$ cat config.mk
export PLATFORM = sky130hd
export DESIGN_NAME = vram_arbiter
export DESIGN_NICKNAME = d
export VERILOG_FILES = /design/src/rtl/vram_arb_pkg.sv /design/src/rtl/vram_arbiter.sv
export SDC_FILE = /design/constraint.sdc
export NUM_CORES = 1
export LEC_CHECK = 0
export CAP_MARGIN = 5
export CORE_MARGIN = 4
export CORE_UTILIZATION = 42
export CTS_CLUSTER_DIAMETER = 150
export DETAILED_ROUTE_END_ITERATION = 6
export PLACE_DENSITY = 0.8
export SLEW_MARGIN = 20
export SYNTH_ARGS = -nofsm -noshare
export SYNTH_HDL_FRONTEND = slang
export SYNTH_SLANG_ARGS = --single-unit
$ cat constraint.sdc
create_clock -name clk -period 2.85 [get_ports clk]
set_clock_uncertainty 0.1 [all_clocks]
set_input_delay 0.57 -clock clk [delete_from_list [all_inputs] [get_ports clk]]
set_output_delay 0.57 -clock clk [all_outputs]
set_load 0.01 [all_outputs]
$ cat src/rtl/vram_arb_pkg.sv
// vram_arb_pkg: shared state/select encodings and default sizes for the
// VRAM arbiter.
package vram_arb_pkg;

  localparam int DEF_ADDR_W       = 32'd16;
  localparam int DEF_DATA_W       = 32'd16;
  localparam int DEF_MAX_DISP_RUN = 32'd8;

  // Bus cycle currently being driven onto the SRAM.
  typedef enum logic [1:0] {
    ST_IDLE   = 2'd0,
    ST_ACCESS = 2'd1,
    ST_TURN   = 2'd2
  } arb_state_t;

  // Which requester owns the current ACCESS cycle.
  typedef enum logic [1:0] {
    SEL_NONE = 2'd0,
    SEL_DISP = 2'd1,
    SEL_MPU  = 2'd2
  } req_sel_t;

  // SRAM strobes are active-low; keeps the polarity flip in one place.
  function automatic logic strobe_n(input logic active);
    return ~active;
  endfunction

endpackage

$ cat src/rtl/vram_arbiter.sv
// vram_arbiter: shares one single-cycle SRAM port between a display line
// fetcher (fixed priority, reads only) and an MPU (reads and writes).
// Every clock edge is an arbitration point; a grant becomes a one-cycle
// ACCESS on the following cycle. A read followed directly by a write gets
// one TURN cycle so the pad never drives against the SRAM output.
// Optional feature: define VRAM_ARB_STARVE_GUARD_EN to force an MPU grant
// after MAX_DISP_RUN consecutive display grants while the MPU is waiting.
module vram_arbiter
  import vram_arb_pkg::*;
#(
  parameter int ADDR_W       = DEF_ADDR_W,
  parameter int DATA_W       = DEF_DATA_W,
  parameter int MAX_DISP_RUN = DEF_MAX_DISP_RUN
) (
  input  logic              clk,
  input  logic              reset,
  input  logic              disp_req,
  input  logic [ADDR_W-1:0] disp_addr,
  output logic              disp_ack,
  output logic [DATA_W-1:0] disp_rdata,
  output logic              disp_rdata_valid,
  input  logic              mpu_req,
  input  logic              mpu_wr,
  input  logic [ADDR_W-1:0] mpu_addr,
  input  logic [1:0]        _mpu_be,
  input  logic [DATA_W-1:0] mpu_wdata,
  output logic              mpu_ack,
  output logic [DATA_W-1:0] mpu_rdata,
  output logic              mpu_rdata_valid,
  output logic              _vram_en,
  output logic              _vram_rd,
  output logic              _vram_wr,
  output logic [1:0]        _vram_be,
  output logic [ADDR_W-1:0] vram_addr,
  output logic [DATA_W-1:0] vram_data_out,
  output logic              vram_data_oe,
  input  logic [DATA_W-1:0] vram_data_in
);

  arb_state_t state_r, state_nxt;
  req_sel_t   sel_r, sel_nxt;
  logic       rd_r, rd_nxt;
  req_sel_t   win_s;
  logic       starve_force_s;
  logic       access_nxt_s;
  logic       cap_disp_s;
  logic       cap_mpu_s;

`ifdef VRAM_ARB_STARVE_GUARD_EN
  localparam int RUN_W = $clog2(MAX_DISP_RUN + 32'sd1);
  logic [RUN_W-1:0] run_r;

  assign starve_force_s = mpu_req && (run_r >= RUN_W'(MAX_DISP_RUN));

  // Count display grants made while the MPU waits; any MPU grant or an idle MPU clears it
  always_ff @(posedge clk) begin
    if (reset) begin
      run_r <= '0;
    end else if (!mpu_req || (access_nxt_s && sel_nxt == SEL_MPU)) begin
      run_r <= '0;
    end else if (access_nxt_s && sel_nxt == SEL_DISP) begin
      run_r <= run_r + RUN_W'(1);
    end else begin
      run_r <= run_r;
    end
  end
`else
  assign starve_force_s = 1'b0;
`endif

  assign access_nxt_s = (state_nxt == ST_ACCESS);
  assign cap_disp_s   = (state_r == ST_ACCESS) && (sel_r == SEL_DISP) && rd_r;
  assign cap_mpu_s    = (state_r == ST_ACCESS) && (sel_r == SEL_MPU) && rd_r;

  // Pick the winner for the coming cycle: display first unless the guard forces the MPU
  always_comb begin
    win_s = SEL_NONE;
    if (disp_req && !starve_force_s) begin
      win_s = SEL_DISP;
    end else if (mpu_req) begin
      win_s = SEL_MPU;
    end else begin
      win_s = SEL_NONE;
    end
  end

  // Next bus cycle: ACCESS for the winner, TURN when a write follows a read directly
  always_comb begin
    state_nxt = ST_IDLE;
    sel_nxt   = SEL_NONE;
    rd_nxt    = 1'b0;
    case (win_s)
      SEL_DISP: begin
        state_nxt = ST_ACCESS;
        sel_nxt   = SEL_DISP;
        rd_nxt    = 1'b1;
      end
      SEL_MPU: begin
        if (mpu_wr && (state_r == ST_ACCESS) && rd_r) begin
          state_nxt = ST_TURN;
          sel_nxt   = SEL_NONE;
          rd_nxt    = 1'b0;
        end else begin
          state_nxt = ST_ACCESS;
          sel_nxt   = SEL_MPU;
          rd_nxt    = ~mpu_wr;
        end
      end
      default: begin
        state_nxt = ST_IDLE;
        sel_nxt   = SEL_NONE;
        rd_nxt    = 1'b0;
      end
    endcase
  end

  // FSM state, current owner and direction of the cycle on the bus
  always_ff @(posedge clk) begin
    if (reset) begin
      state_r <= ST_IDLE;
      sel_r   <= SEL_NONE;
      rd_r    <= 1'b0;
    end else begin
      state_r <= state_nxt;
      sel_r   <= sel_nxt;
      rd_r    <= rd_nxt;
    end
  end

  // Registered SRAM strobes, address, write data and acks for the cycle being entered
  always_ff @(posedge clk) begin
    if (reset) begin
      disp_ack      <= 1'b0;
      mpu_ack       <= 1'b0;
      _vram_en      <= 1'b1;
      _vram_rd      <= 1'b1;
      _vram_wr      <= 1'b1;
      _vram_be      <= 2'b11;
      vram_addr     <= '0;
      vram_data_out <= '0;
      vram_data_oe  <= 1'b0;
    end else begin
      disp_ack     <= access_nxt_s && (sel_nxt == SEL_DISP);
      mpu_ack      <= access_nxt_s && (sel_nxt == SEL_MPU);
      _vram_en     <= strobe_n(access_nxt_s);
      _vram_rd     <= strobe_n(access_nxt_s && rd_nxt);
      _vram_wr     <= strobe_n(access_nxt_s && !rd_nxt);
      vram_data_oe <= access_nxt_s && !rd_nxt;
      case (sel_nxt)
        SEL_DISP: begin
          _vram_be  <= 2'b00;
          vram_addr <= disp_addr;
        end
        SEL_MPU: begin
          _vram_be  <= _mpu_be;
          vram_addr <= mpu_addr;
          if (!rd_nxt) begin
            vram_data_out <= mpu_wdata;
          end
        end
        default: begin
          _vram_be <= 2'b11;
        end
      endcase
    end
  end

  // Capture read data on the edge ending a read ACCESS; valid lasts one cycle
  always_ff @(posedge clk) begin
    if (reset) begin
      disp_rdata       <= '0;
      disp_rdata_valid <= 1'b0;
      mpu_rdata        <= '0;
      mpu_rdata_valid  <= 1'b0;
    end else begin
      disp_rdata_valid <= cap_disp_s;
      mpu_rdata_valid  <= cap_mpu_s;
      if (cap_disp_s) begin
        disp_rdata <= vram_data_in;
      end
      if (cap_mpu_s) begin
        mpu_rdata <= vram_data_in;
      end
    end
  end

endmodule

* Word-level counts from Yosys, hierarchy flattened
Index checks and enable logic that the tools add are counted.
Storage, ports and cells: latch bits 0, output and inout bits 74, word-level logic and storage cells 52, register bits 79, input port bits 71, memory bits (writable) 0, bits in read-only memories 0, memories 0
Cells by class: eq/ne operators 8, shifts and indexed selects 0, bitwise operators 5, divide/modulo/power cells 0, $add $sub $neg 0, multiplexer cells 10, multiply operators 0, reduce and logical (&&, ||, !) cells 13, $lt $le $gt $ge 0
Operator list (number):
- one-hot mux 16 bit (2 select lines) | 1
- one-hot mux 2 bit (2 select lines) | 3
- equality test 2 x 1 -> 1 bit, second input constant | 5
- logical AND 1 bit | 10
- two-way mux 2 bit | 4
- equality test 2 bit, second input constant | 3
- inverter 1 bit | 5
- one-hot mux 1 bit (2 select lines) | 1
- AND reduction 2 bit | 1
- nonzero test 2 bit | 1
- zero test 1 bit | 1
- two-way mux 1 bit | 1

* Logic depth before layout (Yosys ltp)
Gate-level depths: netlist (run 1).
depth in word-level cells 8, depth in mapped cells 9, gate-level depth less buffers 7

* Least setup slack after synthesis (run 1)
No wires, ideal clock.
kind in2reg, from input port mpu_wr, to register vram_addr[10], cell stages on the path 8, setup time 0.128 ns, arrival time 2.015 ns, setup slack 0.608 ns, path buffers 2, required time 2.622 ns, cells stage by stage nand4b_1 > nand3_1 > inv_1 > ha_1 > clkbuf_1 > buf_2 > mux2i_1 > nor2_1
Between the ends: cells in the longest elaborated chain, start to end 6, elaborated cells between the ends (all ways) 8, classes of those cells eq/ne: 2; mux: 3; reduce/logical: 3
RTL lines:
- from (decl) | line vram_arbiter.sv:23 | input logic mpu_wr,
- logical AND 1 bit * (2 in a row) | line vram_arbiter.sv:99 | if (mpu_wr && (state_r == ST_ACCESS) && rd_r) begin
- two-way mux 2 bit * | line vram_arbiter.sv:99
- one-hot mux 2 bit (2 select lines) * | line vram_arbiter.sv:92 | case (win_s)
- via sel_nxt[1] | line vram_arbiter.sv:41 | req_sel_t sel_r, sel_nxt;
- equality test 2 bit or equality test 2 x 1 -> 1 bit (tied branches) | line vram_arbiter.sv:149 | case (sel_nxt)
- one-hot mux 16 bit (2 select lines) or nonzero test 2 bit (tied branches)
- to (signal assigned) | line vram_arbiter.sv:152 | vram_addr <= disp_addr;
- to (signal assigned) | line vram_arbiter.sv:156 | vram_addr <= mpu_addr;
- to (decl) | line vram_arbiter.sv:34 | output logic [ADDR_W-1:0] vram_addr,
Mark *: on every way through the listed nets, which the timed path passes. The rest lies on a longest branch. A chain may end at the register's enable or synchronous reset.

* Worst setup path in the final report (run 1)
from input port mpu_wr, to register vram_data_out[10]
Between the ends: cells in the longest elaborated chain, start to end 6, elaborated cells between the ends (all ways) 10, classes of those cells eq/ne: 1; mux: 4; bitwise: 2; reduce/logical: 3
RTL lines:
- logical AND 1 bit (2 in a row) | line vram_arbiter.sv:99
- two-way mux 2 bit | line vram_arbiter.sv:99
- one-hot mux 2 bit (2 select lines) | line vram_arbiter.sv:92
- via sel_nxt[1] | line vram_arbiter.sv:41
- equality test 2 bit | line vram_arbiter.sv:149
- AND reduction 2 bit (no source line)
- to (signal assigned) | line vram_arbiter.sv:158 | vram_data_out <= mpu_wdata;
- to (decl) | line vram_arbiter.sv:35 | output logic [DATA_W-1:0] vram_data_out,
The timed path passes the listed nets, and every way through them passes these cells.

==> results.sh, run 1 <==
export IMPL_fin_util=0.651
export IMPL_clkPwrFrac=0.313
export IMPL_status="complete, no violations"
export IMPL_cp_slowest_stage_delay_ns=0.42
export IMPL_drive_gt1_frac=0.0947
export IMPL_viasPerCell=4.58
export IMPL_total_power_w=0.00219
export IMPL_drv_cap=0
export IMPL_cts_root_buf="clkbuf_8"
export IMPL_antenna_cells=0
export IMPL_drt_initial_drc_count=72
export IMPL_syn_avg_cell_area_um2=10.7
export IMPL_synth_adder_area_share=0.00754
export IMPL_drcViolationCount=0
export IMPL_crit_cells=9
export IMPL_rr_worst_depth=8
export IMPL_routedWlPerCell_um=14.3
export IMPL_cellInternalPower_w=0.00168
export IMPL_cp_end_kind="flip-flop"
export IMPL_dp_cells=543
export IMPL_relSlewSlack=0.388
export IMPL_fill_cells=627
export IMPL_worstSetupPathType="in2reg"
export IMPL_dieArea_um2=9390
export IMPL_worst_ep_required_time_ns=3.01
export IMPL_p_comb_frac=0.158
export IMPL_finalMaxSlewViolations=0
export IMPL_ys_ff_latch=79
export IMPL_max_freq_mhz=433
export IMPL_clkSinkCount=79
export IMPL_grt_pass1_vias=2660
export IMPL_hold_depth=2
export IMPL_synth_compound_area_frac=0.0166
export IMPL_vias=2548
export IMPL_syn_to_final_growth_pct=50.7
export IMPL_powerDensity_nw_per_um2=438
export IMPL_critical_path_top_delay_family="buffers and inverters"
export IMPL_ant_nets=0
export IMPL_initial_core_util=0.432
export IMPL_ys_warn_count=0
export IMPL_hpwl_um=5900
export IMPL_worstSkewPairLatency_ns=0.33
export IMPL_clock_path_buffers=2
export IMPL_synth_fp_nets=382
export IMPL_hp_class="reg2reg"
export IMPL_io_buffer_count=144
export IMPL_path_buf_inv=4
export IMPL_setup_viol=0
export IMPL_grt_pass1_wl_um=13000
export IMPL_arrival_ns=2.47
export IMPL_htree_levels=3
export IMPL_ios=145
export IMPL_fp_row_count=32
export IMPL_vdd_drop_max_uv=205
export IMPL_synth_xor_area_share=0
export IMPL_swShare=0.231
export IMPL_grt_start_max_net_pins=111
export IMPL_path_common_cell="inv_1"
export IMPL_worst_pin_slew_ns=0.918
export IMPL_critPathLaunchType="primary input"
export IMPL_globalplace_congestion=0.798
export IMPL_tns_ns=0
export IMPL_grt_overflow=0
export IMPL_period_share=0.810
export IMPL_synth_area_um2=3320
export IMPL_ctsResizeCount=0
export IMPL_crit_fanout=16
export IMPL_synth_top_family_by_area="multiplexers"
export IMPL_rsz0062_at_grt="no"
export IMPL_cts_tree="done"
export IMPL_cts_hold_buf=0
export IMPL_fp_dieW_um=96.9
export IMPL_layout_nets=525
export IMPL_grt_total_usage=0.169
export IMPL_synthMuxAreaShare=0.247
export IMPL_cpMaxStageDelayCell="clkdlybuf4s50_1"
export IMPL_grt_antenna_before_repair=0
export IMPL_first_pass_iters=6
export IMPL_whs_ns=0.374
export IMPL_clk_pin_slew_ns=0.08
export IMPL_synthSimpleGateAreaFrac=0.212
export IMPL_power_leakage_nw=1.97
export IMPL_yosysTopAreaCell="dfxtp_1"
export IMPL_wl_um=7940
export IMPL_synth_area_top_cells="dfxtp_1, mux2i_1, nand2b_1"
export IMPL_crit_path_cell_trace="clkdlybuf4s50_1 -> nand4b_1 -> nand3_1 -> inv_1 -> ha_1 -> inv_1 -> a211oi_4 -> buf_4 -> mux2i_1"
export IMPL_final_common_cell="clkdlybuf4s50_1"
export IMPL_core_area_um2=7690
export IMPL_hold_viol_final=0
export IMPL_ys_seq_area_frac=0.476
export IMPL_netlist_instances=309
export IMPL_p_sw_w=0.000506
export IMPL_dieHeight_um=96.9
export IMPL_fin_crit_ns=2.31
export IMPL_synth_top_area_share=0.476
export IMPL_cts_buffers=9
export IMPL_final_cell_mix="clkdlybuf4s50_1, nand2b_1, dfxtp_1"
export IMPL_stdcell_count=556
export IMPL_seqPwrFrac=0.529
export IMPL_synth_distinct_cells=30
export IMPL_post_cts_buffers=0
## metrics by stage
step / worst slack [ns] / instance area [µm²]
after floorplan: 0.608 / 3320
after detailed placement: 0.191 / 4850
after CTS: 0.535 / 5000
after global placement: 0.274 / 4850
after global routing: 0.395 / 5000
final: 0.540 / 5000
## sequential cells by signal (all words and copies together), names as in the netlist
name,count
_vram_be,2
_vram_en,1
_vram_rd,1
_vram_wr,1
disp_ack,1
disp_rdata,16
disp_rdata_valid,1
mpu_ack,1
mpu_rdata,16
mpu_rdata_valid,1
rd_r,1
sel_r,2
state_r,2
vram_addr,16
vram_data_oe,1
vram_data_out,16
## Yosys cell counts (all sizes together)
cell    instances
nor3            2
a211oi          1
nor4            1
or3             1
or3b            2
a21oi           1
o21bai          1
clkbuf         11
ha              2
nand3           1
mux2i          64
nor3b           3
nand2b         81
nor2           21
nand3b          1
nor2b           1
buf            10
nand2           1
mux2           16
or2             1
inv             4
a21o            3
nand4b          1
dfxtp          79
## path summary, 6_finish.rpt
kind                 start                 to  slack [ns]
min          mpu_rdata[13]      mpu_rdata[13]        0.37
max reg2reg     state_r[1]  vram_data_out[10]        0.87
max                 mpu_wr  vram_data_out[10]        0.54
min reg2reg  mpu_rdata[13]      mpu_rdata[13]        0.37
## worst reg2reg max path: cells and delay by family, from the launching register on
kind,cells,cell delay [ns]
muxes,1,0.24
adders and majority gates,1,0.28
DFF,1,0.33
AOI/OAI and AO/OA,1,0.20
and+or+nand+nor,2,0.25
buffers and inverters,3,0.52
## cell type report
| class | count | area [µm²] | share of cell area |
|---|---|---|---|
| clock buffer | 11 | 141 | 0.0283 |
| timing repair buffer | 153 | 1520 | 0.303 |
| clock inverter | 2 | 10.0 | 0.00200 |
| multi-input combinational | 205 | 1610 | 0.322 |
| inverter | 4 | 15.0 | 0.00300 |
| sequential | 79 | 1580 | 0.316 |
| tap | 102 | 128 | 0.0255 |
## power groups by stage
stage | combinational, W | sequential, W | clock (W)
2_1_floorplan | 0.000138 | 0.00120 | 0
3_3_place_gp | 0.000342 | 0.00118 | 0
3_5_place_dp | 0.000347 | 0.00118 | 0
4_1_cts | 0.000349 | 0.00116 | 0.000711
5_1_grt | 0.000371 | 0.00116 | 0.000757
6_report | 0.000345 | 0.00116 | 0.000686
## cells by family (layout without fill, tap and decap cells)
group | Yosys count | count (layout)
mux | 80 | 80
flops | 79 | 79
buf+inv | 25 | 170
simple gates | 117 | 117
compound gates | 6 | 6
fa+ha+maj | 2 | 2
## routing by layer
layer | vias to the layer above | GRT usage | share of wire
li1 | 1298 | - | -
met1 | 1181 | 0.197 | 0.42
met2 | 62 | 0.299 | 0.52
met3 | 7 | 0.0375 | 0.041
met4 | 0 | 0.0659 | 0.015
met5 | - | 0 | 0
No activity file was read; power rests on OpenSTA's default activity.
==> run 2: changes to the inputs <==
Settings changed: CORE_UTILIZATION 42 to 38, PLACE_DENSITY 0.8 to 0.76.
Clock period 2.85 ns to 2 ns, I/O delays scaled along.
==> run 2 against run 1 <==
Total power grew 65%. Sequential share of layout area shrank 1.4 points. Critical path type unchanged. Highest routed layer unchanged. Hold slack lost 0.033 ns. Cell area grew 4.7%. Wire length grew 3.0%.
==> results.sh, run 2 (same netlist as run 1, synthesis figures left out) <==
export IMPL_hp_class="in2reg"
export IMPL_first_pass_iters=4
export IMPL_ios=145
export IMPL_grt_start_max_net_pins=111
export IMPL_vias=2597
export IMPL_multiInputGateArea_um2=1630
export IMPL_setup_viol=0
export IMPL_io_buffer_count=144
export IMPL_grt_overflow=0
export IMPL_antenna_cells=0
export IMPL_rsz0062_at_grt="no"
export IMPL_place_ws_ns=-0.365
export IMPL_grt_antenna_before_repair=0
export IMPL_arrival_ns=2.06
export IMPL_final_common_cell="clkdlybuf4s50_1"
export IMPL_status="complete, no violations"
export IMPL_cpMaxStageDelayCell="clkdlybuf4s50_1"
export IMPL_grt_total_usage=0.157
export IMPL_power_leakage_nw=2.07
export IMPL_ff_latch_area_um2=1580
export IMPL_cp_slowest_stage_delay_ns=0.42
export IMPL_ant_nets=0
export IMPL_hold_viol_final=0
export IMPL_globalplace_congestion=0.774
export IMPL_drive_gt1_frac=0.121
export IMPL_whs_ns=0.341
export IMPL_fp_row_count=33
export IMPL_hpwl_um=6030
export IMPL_dieArea_um2=10300
export IMPL_cts_buffers=9
export IMPL_viasPerCell=4.58
export IMPL_fp_dieW_um=101
export IMPL_period_share=0.950
export IMPL_initial_core_util=0.398
export IMPL_final_area_um2=5240
export IMPL_routedWlPerCell_um=14.4
export IMPL_final_cell_mix="clkdlybuf4s50_1, nand2b_1, dfxtp_1"
export IMPL_dpl_cell_area_um2=4920
export IMPL_max_freq_mhz=526
export IMPL_fin_crit_ns=1.90
export IMPL_powerDensity_nw_per_um2=687
export IMPL_cp_end_kind="flip-flop"
export IMPL_dieHeight_um=101
export IMPL_worst_ep_required_time_ns=2.16
export IMPL_critPathLaunchType="primary input"
export IMPL_core_area_um2=8340
export IMPL_fin_ws_ns=0.0990
export IMPL_crit_fanout=8
export IMPL_drv_cap=0
export IMPL_vdd_drop_max_uv=281
export IMPL_worst_pin_slew_ns=0.415
export IMPL_worstSetupPathType="in2reg"
export IMPL_cts_hold_buf=0
export IMPL_drt_initial_drc_count=87
export IMPL_fin_util=0.628
export IMPL_worstSkewPairLatency_ns=0.33
export IMPL_htree_levels=3
export IMPL_layout_nets=531
export IMPL_wl_um=8180
export IMPL_fill_cells=700
export IMPL_stdcell_count=567
export IMPL_relSlewSlack=0.723
export IMPL_grt_pass1_wl_um=12800
export IMPL_syn_to_final_growth_pct=57.8
export IMPL_finalMaxSlewViolations=0
export IMPL_clk_pin_slew_ns=0.07
export IMPL_clock_path_buffers=2
export IMPL_grt_pass1_vias=2643
export IMPL_cts_tree="done"
export IMPL_dp_cells=550
export IMPL_crit_path_cell_trace="clkdlybuf4s50_1 -> inv_1 -> nand3_2 -> inv_2 -> ha_4 -> inv_2 -> a211oi_4 -> buf_12 -> buf_12 -> mux2i_1"
export IMPL_clkSinkCount=79
export IMPL_drcViolationCount=0
export IMPL_cts_root_buf="clkbuf_8"
-- run 2: routing by layer --
layer  vias up  global-route usage  part of all wire  wire length [µm]
li1       1318                   -                 -                 -
met5         -                   0                 0                 0
met2        65               0.273              0.52              4220
met4         0              0.0654             0.018               149
met3        11              0.0337             0.053               433
met1      1203               0.188              0.41              3380
-- run 2: what timing repair did --
action / in CTS / in global routing
gates cloned: 1 / 0
pin swaps: 1 / 2
resized for setup: 1 / 7
endpoints found under the setup margin: 1 / 32
buffers inserted: 1 / 0
-- run 2: area by class of cell --
type                    count  share of cell area
multi-input cells         205               0.311
clock buffers              12              0.0296
flip-flops and latches     79               0.302
inverters                   4             0.00287
repair buffers            159               0.312
well taps                 105              0.0251
clock inverters             3              0.0172
-- run 2: metrics by stage --
stage	setup TNS [ns]	power (W)
after floorplan	0	0.00191
after global placement	-7.76	0.00219
after detailed placement	-10.16	0.00220
after CTS	0	0.00364
after global routing	0	0.00375
final	0	0.00360
-- run 2: path summary, 6_finish.rpt --
check,from,endpoint,slack [ns],cells after the start
worst max-delay path,disp_req,vram_data_out[1],0.1,10
worst min-delay path,mpu_wr,state_r[1],0.34,3
worst max register to register,rd_r,vram_data_out[1],0.18,9
worst min register to register,vram_data_out[10],vram_data_out[10],0.38,2
-- run 2: critical path: cells and delay by family --
family,cells,cell delay (ns)
adders and majority gates,1,0.16
buffers and inverters,6,0.95
muxes,1,0.19
AOI/OAI and AO/OA,1,0.25
and+or+nand+nor,1,0.10
-- run 2: report_power, final --
| part | internal (W) | switching, W |
|---|---|---|
| clock | 0.000892 | 0.000544 |
| combinational | 0.000333 | 0.000182 |
| sequential | 0.00162 | 0.0000262 |
| total | 0.00285 | 0.000753 |
==> run 3: changes to the inputs <==
Settings changed: CELL_PAD_IN_SITES_DETAIL_PLACEMENT set to 0, CELL_PAD_IN_SITES_GLOBAL_PLACEMENT set to 1, CORE_UTILIZATION 38 to 28, PLACE_DENSITY 0.76 to unset, PLACE_DENSITY_LB_ADDON set to 0.1, SKIP_LAST_GASP set to 1.
==> run 3 against run 2 <==
Non-clock buffer count up 1. Clock power up 24%. Global-route usage down 3.1 points. Via count up 0.46%. Count of clock-buffer cells in the layout up 1. Hold slack better by 0.026 ns. Flip-flop and latch count unchanged. Critical endpoint is now vram_data_out[5]. Critical path type unchanged. Combinational power up 0.8%. Worst setup slack better by 0.024 ns. Final cell count up 7.1%. Register-to-register slack better by 0.09 ns. Critical path depth down 1. Largest power group is now the clock network.
==> results.sh, run 3 (same netlist as run 1, synthesis figures left out) <==
export IMPL_status="complete, no violations"
export IMPL_hold_viol_final=0
export IMPL_dp_cells=590
export IMPL_reg2reg_slack_ns=0.27
export IMPL_antenna_cells=0
export IMPL_first_pass_iters=4
export IMPL_stdcell_count=607
export IMPL_relSlewSlack=0.563
export IMPL_cts_tree="done"
export IMPL_hold_depth=2
export IMPL_dieArea_um2=13700
export IMPL_worstSkewPairLatency_ns=0.33
export IMPL_min_to="vram_data_out[2]"
export IMPL_drive_gt1_frac=0.125
export IMPL_fp_row_count=39
export IMPL_arrival_ns=2.03
export IMPL_cts_root_buf="clkbuf_16"
export IMPL_worst_pin_slew_ns=0.656
export IMPL_vdd_drop_max_uv=561
export IMPL_path_common_cell="inv_2"
export IMPL_globalplace_congestion=0.751
export IMPL_final_common_cell="clkdlybuf4s50_1"
export IMPL_layout_nets=532
export IMPL_finalMaxSlewViolations=0
export IMPL_period_share=0.939
export IMPL_max_freq_mhz=533
export IMPL_clock_path_buffers=2
export IMPL_routedWlPerCell_um=14.4
export IMPL_cpMaxStageDelayCell="clkdlybuf4s50_1"
export IMPL_worst_ep_required_time_ns=2.15
export IMPL_final_cell_mix="clkdlybuf4s50_1, nand2b_1, dfxtp_1"
export IMPL_fill_cells=1100
export IMPL_drcViolationCount=0
export IMPL_htree_levels=3
export IMPL_cts_hold_buf=0
export IMPL_powerDensity_nw_per_um2=737
export IMPL_cts_buffers=9
export IMPL_setup_viol=0
export IMPL_vias=2609
export IMPL_min_from="vram_data_out[2]"
export IMPL_grt_start_max_net_pins=45
export IMPL_hp_class="reg2reg"
export IMPL_critPathLaunchType="primary input"
export IMPL_ios=145
export IMPL_cp_slowest_stage_delay_ns=0.42
export IMPL_grt_pass1_wl_um=13100
export IMPL_crit_path_cell_trace="clkdlybuf4s50_1 -> nand4b_1 -> nand3_2 -> inv_2 -> ha_4 -> inv_2 -> a211oi_4 -> buf_12 -> mux2i_2"
export IMPL_worstSetupPathType="in2reg"
export IMPL_core_area_um2=11500
export IMPL_clkSinkCount=79
export IMPL_viasPerCell=4.30
export IMPL_clk_pin_slew_ns=0.05
export IMPL_drt_initial_drc_count=51
export IMPL_hpwl_um=6170
export IMPL_wl_um=8730
export IMPL_fin_util=0.465
export IMPL_total_power_w=0.00395
export IMPL_cp_end_kind="flip-flop"
export IMPL_crit_fanout=8
export IMPL_ant_nets=0
export IMPL_power_leakage_nw=2.10
export IMPL_initial_core_util=0.288
export IMPL_rsz0062_at_grt="no"
export IMPL_tns_ns=0
export IMPL_syn_to_final_growth_pct=61.4
export IMPL_drv_cap=0
export IMPL_grt_antenna_before_repair=0
export IMPL_fin_crit_ns=1.88
export IMPL_r2r_end="vram_data_out[5]"
export IMPL_grt_pass1_vias=2551
export IMPL_r2r_start="rd_r"
export IMPL_fp_dieW_um=117
export IMPL_whs_ns=0.367
export IMPL_rr_worst_depth=8
export IMPL_io_buffer_count=144
export IMPL_grt_overflow=0
export IMPL_dieHeight_um=117
export IMPL_grt_total_usage=0.126
run 3: changes by cell type in the layout (fill, tap and decap cells not counted):
cell,previous run,this run
buf_12,5,4
buf_16,1,0
buf_4,9,11
bufinv_16,3,2
clkbuf_1,1,2
clkbuf_16,0,10
clkbuf_8,11,2
clkdlybuf4s50_1,142,143
clkinv_2,0,1
dlymetal6s2s_1,1,0
inv_1,2,1
inv_2,2,3
run 3: repair_timing:
action,in CTS,in global routing
setup endpoints to repair,0,30
buffers inserted,0,0
resized for setup,0,7
run 3: routing by layer:
layer	wire length, µm	vias to the layer above	GRT usage
met5	0	-	0
met2	4120	78	0.198
met3	678	7	0.0602
met1	3850	1205	0.153
li1	-	1319	-
met4	80	0	0.0390
run 3: power breakdown:
group / internal (W) / switching (W) / leakage, nW
clock network: 0.00116 / 0.000620 / 0.160
registers: 0.00163 / 0.0000253 / 0.643
logic: 0.000334 / 0.000185 / 1.29
total: 0.00312 / 0.000830 / 2.10
run 3: final cells by class:
| type | count | area [µm²] | share of cell area |
|---|---|---|---|
| Multi-Input combinational cell | 205 | 1630 | 0.305 |
| Timing Repair Buffer | 160 | 1620 | 0.303 |
| Sequential cell | 79 | 1580 | 0.295 |
| Clock buffer | 13 | 260 | 0.0486 |
| Tap cell | 143 | 179 | 0.0334 |
| Clock inverter | 3 | 65.1 | 0.0121 |
| Inverter | 4 | 15.0 | 0.00280 |
run 3: worst max path at each step:
stage / slack, ns / depth (start not counted) / start / endpoint
global placement: -0.26 / 9 / mpu_wr / vram_data_out[4]
global route: 0.01 / 9 / mpu_wr / vram_data_out[5]
floorplan: 0.002 / 9 / mpu_wr / vram_addr[10]
finish: 0.12 / 9 / mpu_wr / vram_data_out[5]
detailed placement: -0.34 / 9 / mpu_wr / vram_data_out[5]
CTS: 0.03 / 9 / mpu_wr / vram_data_out[5]
run 3: through the flow:
stage / setup slack [ns] / cell area [µm²]
3_3_place_gp: -0.260 / 4980
5_1_grt: 0.0117 / 5360
6_report: 0.123 / 5360
2_1_floorplan: 0.00223 / 3320
3_5_place_dp: -0.339 / 4980
4_1_cts: 0.0256 / 5310
run 3: worst max-delay path, delay by kind of cell:
family                     cells  cell delay (ns)
AOI/OAI and AO/OA              1             0.29
adders and majority gates      1             0.15
buffers and inverters          4             0.74
muxes                          1             0.21
and+or+nand+nor                2             0.24
